## config.mk

```make
export PLATFORM = sky130hd
export DESIGN_NAME = alu_result_capture_flat
export DESIGN_NICKNAME = d
export VERILOG_FILES = /design/src/rtl/alu_result_capture_if.sv /design/src/rtl/alu_result_capture.sv /design/src/flat_wrapper.sv
export SDC_FILE = /design/constraint.sdc
export NUM_CORES = 1
export LEC_CHECK = 0
export CAP_MARGIN = 10
export CELL_PAD_IN_SITES_DETAIL_PLACEMENT = 0
export CELL_PAD_IN_SITES_GLOBAL_PLACEMENT = 1
export CORE_MARGIN = 2
export CORE_UTILIZATION = 38
export CTS_BUF_LIST = sky130_fd_sc_hd__clkbuf_16
export DETAILED_ROUTE_END_ITERATION = 8
export GPL_ROUTABILITY_DRIVEN = 0
export PLACE_DENSITY = 0.81
export SYNTH_ARGS = -nofsm -noshare
export SYNTH_HDL_FRONTEND = slang
export SYNTH_SLANG_ARGS = --single-unit
```

## constraint.sdc

```tcl
create_clock -name clk -period 1.4 [get_ports clk]
set_clock_uncertainty 0.05 [all_clocks]
set_input_delay 0.28 -clock clk [delete_from_list [all_inputs] [get_ports clk]]
set_output_delay 0.28 -clock clk [all_outputs]
set_load 0.01 [all_outputs]
```

## src/rtl/alu_result_capture_if.sv

```systemverilog
// Z-stage interface: capture strobe, ALU result pair, HI/LO loads,
// bus read selects and the busy/done status back to control.
interface alu_result_capture_if;
   logic        Zin;
   logic [4:0]  ALU_ctl;
   logic        IncPC;
   logic [31:0] Zhigh_in;
   logic [31:0] Zlow_in;
   logic        HIin;
   logic        LOin;
   logic        ZHighout;
   logic        ZLowout;
   logic        HIout;
   logic        LOout;
   logic [31:0] bus_out;
   logic        bus_drive;
   logic        busy;
   logic        done;

   modport master (
      output Zin, ALU_ctl, IncPC, Zhigh_in, Zlow_in,
      output HIin, LOin, ZHighout, ZLowout, HIout, LOout,
      input  bus_out, bus_drive, busy, done
   );

   modport slave (
      input  Zin, ALU_ctl, IncPC, Zhigh_in, Zlow_in,
      input  HIin, LOin, ZHighout, ZLowout, HIout, LOout,
      output bus_out, bus_drive, busy, done
   );
endinterface

```

## src/rtl/alu_result_capture.sv

```systemverilog
// Z-stage behind the combinational ALU: captures {Zhigh,Zlow} into Z,
// delaying Multiply/Divide captures by MULDIV_WAIT cycles so the deep
// ALU paths can settle. Holds HI/LO and muxes a register onto the bus.
module alu_result_capture #(
   parameter int unsigned MULDIV_WAIT = 4,
   parameter logic [4:0]  OP_MUL      = 5'b01110,
   parameter logic [4:0]  OP_DIV      = 5'b01111
) (
   input  logic                 clk,
   input  logic                 clr,
   alu_result_capture_if.slave  cap
);

   localparam int unsigned CW = (MULDIV_WAIT < 1) ? 1 : $clog2(MULDIV_WAIT + 1);
   localparam logic [CW-1:0] CNT_LOAD = CW'(MULDIV_WAIT);

   typedef enum logic {S_IDLE, S_WAIT} state_t;

   state_t        state, state_nxt;
   logic [CW-1:0] cnt, cnt_nxt;
   logic [63:0]   z;
   logic [31:0]   hi, lo;
   logic          done_q;
   logic          z_we;
   logic          slow_op;

   assign slow_op = ((cap.ALU_ctl == OP_MUL) || (cap.ALU_ctl == OP_DIV))
                    && !cap.IncPC && (MULDIV_WAIT != 0);

   // FSM state and settle counter register
   always_ff @(posedge clk or negedge clr) begin
      if (!clr) begin
         state <= S_IDLE;
         cnt   <= '0;
      end else begin
         state <= state_nxt;
         cnt   <= cnt_nxt;
      end
   end

   // Next state, counter update and Z write enable
   always_comb begin
      state_nxt = state;
      cnt_nxt   = cnt;
      z_we      = 1'b0;
      unique case (state)
         S_IDLE: begin
            if (cap.Zin) begin
               if (slow_op) begin
                  state_nxt = S_WAIT;
                  cnt_nxt   = CNT_LOAD;
               end else begin
                  z_we = 1'b1;
               end
            end
         end
         S_WAIT: begin
            // Zin is deliberately ignored here: no queueing, no restart
            if (cnt > CW'(1)) begin
               cnt_nxt = cnt - CW'(1);
            end else begin
               cnt_nxt   = '0;
               z_we      = 1'b1;
               state_nxt = S_IDLE;
            end
         end
         default: state_nxt = S_IDLE;
      endcase
   end

   // Data registers; HI/LO sample the pre-edge Z even when Z is written
   always_ff @(posedge clk or negedge clr) begin
      if (!clr) begin
         z      <= '0;
         hi     <= '0;
         lo     <= '0;
         done_q <= 1'b0;
      end else begin
         if (z_we)     z  <= {cap.Zhigh_in, cap.Zlow_in};
         if (cap.HIin) hi <= z[63:32];
         if (cap.LOin) lo <= z[31:0];
         done_q <= z_we;
      end
   end

   // Status outputs and prioritised bus read mux
   always_comb begin
      cap.busy      = (state == S_WAIT);
      cap.done      = done_q;
      cap.bus_drive = cap.ZHighout | cap.ZLowout | cap.HIout | cap.LOout;
      if (cap.ZHighout)     cap.bus_out = z[63:32];
      else if (cap.ZLowout) cap.bus_out = z[31:0];
      else if (cap.HIout)   cap.bus_out = hi;
      else if (cap.LOout)   cap.bus_out = lo;
      else                  cap.bus_out = '0;
   end

endmodule

```

## src/flat_wrapper.sv

```systemverilog
// flat-port wrapper written by rule: the top's interface ports become plain ports
module alu_result_capture_flat 
#(
   parameter int unsigned MULDIV_WAIT = 4,
   parameter logic [4:0]  OP_MUL      = 5'b01110,
   parameter logic [4:0]  OP_DIV      = 5'b01111
)
  (clk, clr, cap_Zin, cap_ALU_ctl, cap_IncPC, cap_Zhigh_in, cap_Zlow_in, cap_HIin, cap_LOin, cap_ZHighout, cap_ZLowout, cap_HIout, cap_LOout, cap_bus_out, cap_bus_drive, cap_busy, cap_done);
  alu_result_capture_if cap_i ();
  input  logic clk;
  input  logic clr;
  input wire logic [$bits(cap_i.Zin)-1:0] cap_Zin;
  input wire logic [$bits(cap_i.ALU_ctl)-1:0] cap_ALU_ctl;
  input wire logic [$bits(cap_i.IncPC)-1:0] cap_IncPC;
  input wire logic [$bits(cap_i.Zhigh_in)-1:0] cap_Zhigh_in;
  input wire logic [$bits(cap_i.Zlow_in)-1:0] cap_Zlow_in;
  input wire logic [$bits(cap_i.HIin)-1:0] cap_HIin;
  input wire logic [$bits(cap_i.LOin)-1:0] cap_LOin;
  input wire logic [$bits(cap_i.ZHighout)-1:0] cap_ZHighout;
  input wire logic [$bits(cap_i.ZLowout)-1:0] cap_ZLowout;
  input wire logic [$bits(cap_i.HIout)-1:0] cap_HIout;
  input wire logic [$bits(cap_i.LOout)-1:0] cap_LOout;
  output wire logic [$bits(cap_i.bus_out)-1:0] cap_bus_out;
  output wire logic [$bits(cap_i.bus_drive)-1:0] cap_bus_drive;
  output wire logic [$bits(cap_i.busy)-1:0] cap_busy;
  output wire logic [$bits(cap_i.done)-1:0] cap_done;
  assign cap_i.Zin = cap_Zin;
  assign cap_i.ALU_ctl = cap_ALU_ctl;
  assign cap_i.IncPC = cap_IncPC;
  assign cap_i.Zhigh_in = cap_Zhigh_in;
  assign cap_i.Zlow_in = cap_Zlow_in;
  assign cap_i.HIin = cap_HIin;
  assign cap_i.LOin = cap_LOin;
  assign cap_i.ZHighout = cap_ZHighout;
  assign cap_i.ZLowout = cap_ZLowout;
  assign cap_i.HIout = cap_HIout;
  assign cap_i.LOout = cap_LOout;
  assign cap_bus_out = cap_i.bus_out;
  assign cap_bus_drive = cap_i.bus_drive;
  assign cap_busy = cap_i.busy;
  assign cap_done = cap_i.done;
  alu_result_capture #(.MULDIV_WAIT(MULDIV_WAIT), .OP_MUL(OP_MUL), .OP_DIV(OP_DIV)) u_core (.clk(clk), .clr(clr), .cap(cap_i));
endmodule
```

==> summary.md <==
| Metric | Value |
|---|---|
| Die X | `approximately 140 um` |
| Multiplexer area fraction after synthesis | `0.101` |
| Critical path capture point type | `output port` |
| Logic pwr share | `0.535` |
| Adder-cell share of the synthesized area | `0.00351` |
| Internal | `15.3 mW` |
| Mapped cell area | `0.00714 mm2` |
| R2R Path End | `u_core.z[32]$_DFFE_PN0P_` |
| Hold WC Path Type | `in -> async` |
| Xor/xnor share of the synthesized area | `0` |
| Yosys reg bits | `133` |
| Synth Warn # | `0` |
| GR Overflow Total | `0` |
| Top Usage Layer GRT | `met2` |
| Initial antenna violation count | `1` |
| Largest area contributor in the netlist | `dfrtp_1` |
| Chip height | `141 um` |
| Top FF cell, synth | `dfrtp_1` |
| Cell Rows | `50` |
| Area delta synth->final | `63.5%` |
| Setup ws final | `-0.403 ns` |
| WHS | `0.264 ns` |
| Final instance area | `0.0117 mm2` |
| Clk pwr share | `0.169` |
| Post-placement cell area | `0.00940 mm2` |
| Input/output buffers | `112` |
| Synth area leaders | `dfrtp_1 47%, o211ai_1 13%, mux2_2 9.5%` |
| Failing checks | `negative setup slack` |
| Routed WL | `roughly 28000 um` |
| FF-to-FF path depth | `6` |
| Skew-Pair Late Insertion Delay | `around 0.42 ns` |
| Final Util | `0.628` |
| Ys async rst share | `1.00` |
| Total inserted antenna cells | `0` |
| Antenna Nets Post-Route | `0` |
| Met2 Usage GRT | `0.454` |
| Syn_nets | `777` |
| Final cell count without fillers | `1142` |
| Unrepaired setup endpoints after global routing | `true` |
| WS Path Type | `reg -> out` |
| Setup TNS | `-24.05 ns` |
| Largest family of logic cells by synthesized area | `compound AO/OA/AOI/OAI gates` |
| VDD IR max | `between 1 and 1.5 mV` |
| H-tree Lvls | `4` |
| Run status | `complete, but fails checks` |
| Sequential Area | `0.00333 mm2` |
| Sw power | `9.73 mW` |
| Clock-pin slew on the worst setup and hold paths | `about 0.060 ns` |
| Largest net degree at the start of global routing | `41` |
| Max cap viols | `0` |
| GRT met3 Usage | `0.0526` |
| Initial core utilization | `0.384` |
| Final Power | `25.1 mW` |
| Slew margin rel. | `0.763` |
| CTS tree | `built` |
| Dpl ws | `-1.13 ns` |
| Endpoints failing setup | `a little over 100` |
| Count of cell types in the netlist | `37` |
| Via density | `approximately 6.3` |
| Max Slew Vio Count | `0` |
| Top-area cell type share of the netlist area | `0.466` |
| Gate Count Post-Synth | `a little under 700` |
| Fin crit share | `1.29` |
| Post-DP HPWL | `15000 um` |
| Sink Count | `133` |
| Hold Vio Cnt, Final | `0` |
| Worst Max-Slew Pin Slew | `0.355 ns` |
| Sequential share of the synthesized area | `0.466` |
| WL per Instance | `24.9 um` |
| Nets | `977` |
| Leakage | `4.55 nW` |
| FF-to-FF setup slack | `-0.27 ns` |
| Core footprint | `0.0186 mm2` |
| Fill count | `around 1400` |
| Total CTS buffers | `17` |
| EDFF count, synth | `0` |
| Simple-Gate Fraction of Synth Area | `0.102` |
| Power density over cell area | `roughly 2100 mW/mm2` |
| Sw Share | `0.388` |
| Syn avg cell area | `10.3 um2` |
| # DRC | `0` |
| Max Root-Sink Buffers | `2` |
| DRT Pass-1 Iters | `5` |
| Origin of the critical flop-to-flop path | `u_core.cnt[0]$_DFFE_PN0P_` |
| CP Max Fanout | `2` |
| Vias post-DR | `7216` |
| Tmin final | `roughly 1.8 ns` |
| Multi-input logic area | `0.00452 mm2` |
| Vias in the first global route | `7531` |
| Fmax | `555 MHz` |
| First-pass GRT wire length | `42800 um` |
| Total Routing Usage GR | `0.277` |
| Reg power frac | `0.296` |
| CP arrival | `1.47 ns` |
| DR iter-0 viols | `572` |
| Met1 Resource Use GR | `0.361` |
| Fraction of layout instances using a drive strength above 1 | `0.512` |
| Crit path launch type | `flop` |
| I/O Pins | `114` |
| Die area | `around 0.020 mm2` |
| CP Data Required Time | `1.07 ns` |
| Synth Area in Compound Gates | `0.265` |
| Placed Cells | `1061` |
| Root Buffer | `clkbuf_16` |
[Yosys cell counts, types with 2 or more instances]
| cell type | n |
|---|---|
| o211ai_1 | 128 |
| ha_1 | 2 |
| o21ai_1 | 40 |
| mux2_1 | 4 |
| o31ai_1 | 32 |
| nand3_1 | 64 |
| buf_4 | 14 |
| mux2_2 | 60 |
| a221oi_1 | 31 |
| inv_1 | 4 |
| o21ai_0 | 27 |
| a21oi_1 | 2 |
| clkbuf_1 | 31 |
| buf_2 | 38 |
| nand2_1 | 34 |
| dfrtp_1 | 133 |
| nor2b_1 | 32 |
[metal layers]
layer,part of all wire,vias to the layer above
li1,-,3100
met1,0.41,3721
met4,0.025,2
met2,0.50,334
met5,0.00025,-
met3,0.066,59
[power by group through the flow]
stage | sequential, mW | combinational (mW) | clock, mW
after CTS | 7.22 | 11.7 | 4.25
final | 7.42 | 13.4 | 4.24
after global placement | 6.81 | 8.65 | 0
after floorplan | 6.61 | 4.98 | 0
after detailed placement | 6.94 | 8.88 | 0
after global routing | 7.59 | 14.0 | 4.45
[repair_timing]
item                                    in CTS  in global routing
hold buffers                                 1                  0
endpoints found under the setup margin     102                102
pin swaps                                   91                 94
resized for setup                          320                 86
hold endpoints to repair                    26                  0
buffers inserted                            24                 13
gates cloned                                14                  5
[final cells by class]
class | instances | area share
inverters | 5 | 0.00161
well taps | 234 | 0.0251
multi-input cells | 473 | 0.387
repair buffers | 266 | 0.254
clock inverters | 14 | 0.0103
clock buffers | 17 | 0.0364
flip-flops and latches | 133 | 0.285
[how the worst max path moves through the flow]
stage / slack (ns) / from / endpoint
3_3_place_gp: -1.11 / cap_HIout / cap_bus_out[31]
3_5_place_dp: -1.13 / cap_LOout / cap_bus_out[20]
6_report: -0.40 / u_core.hi[29]$_DFFE_PN0P_ / cap_bus_out[29]
2_1_floorplan: -0.03 / u_core.cnt[1]$_DFFE_PN0P_ / u_core.z[10]$_DFFE_PN0P_
4_1_cts: -0.34 / u_core.hi[12]$_DFFE_PN0P_ / cap_bus_out[12]
5_1_grt: -0.41 / u_core.hi[29]$_DFFE_PN0P_ / cap_bus_out[29]
[logic make-up after synthesis]
kind of cell	count (synthesis)
AOI/OAI and AO/OA	268
adders and majority gates	2
buffers and inverters	90
DFF	133
muxes	64
and+or+nand+nor	139
[worst max-delay path, cell delays in order, from the launching register on]
cell	delay, ns
dfrtp_1	0.40
a21oi_2	0.18
o21ai_2	0.10
a22o_1	0.22
buf_2	0.15
[state kept, by name (all words and copies together), names as in the netlist]
signal           flops
u_core.hi           32
u_core.lo           32
u_core.cnt           3
u_core.cap.busy      1
u_core.z            64
u_core.cap.done      1
[layout by cell type, fill, tap and decap left out, types with 13 or more instances in the layout]
cell type,count
a221oi_2,15
a221oi_4,16
buf_12,33
buf_16,13
buf_2,36
buf_4,82
buf_6,20
clkbuf_16,21
clkdlybuf4s50_1,70
dfrtp_1,131
mux2_2,60
nand2_1,33
nand3_1,14
nand3_2,47
nor2b_1,29
o211ai_1,128
o21ai_1,14
o21ai_2,43
o31ai_2,30
No activity file was read; power rests on OpenSTA's default activity.
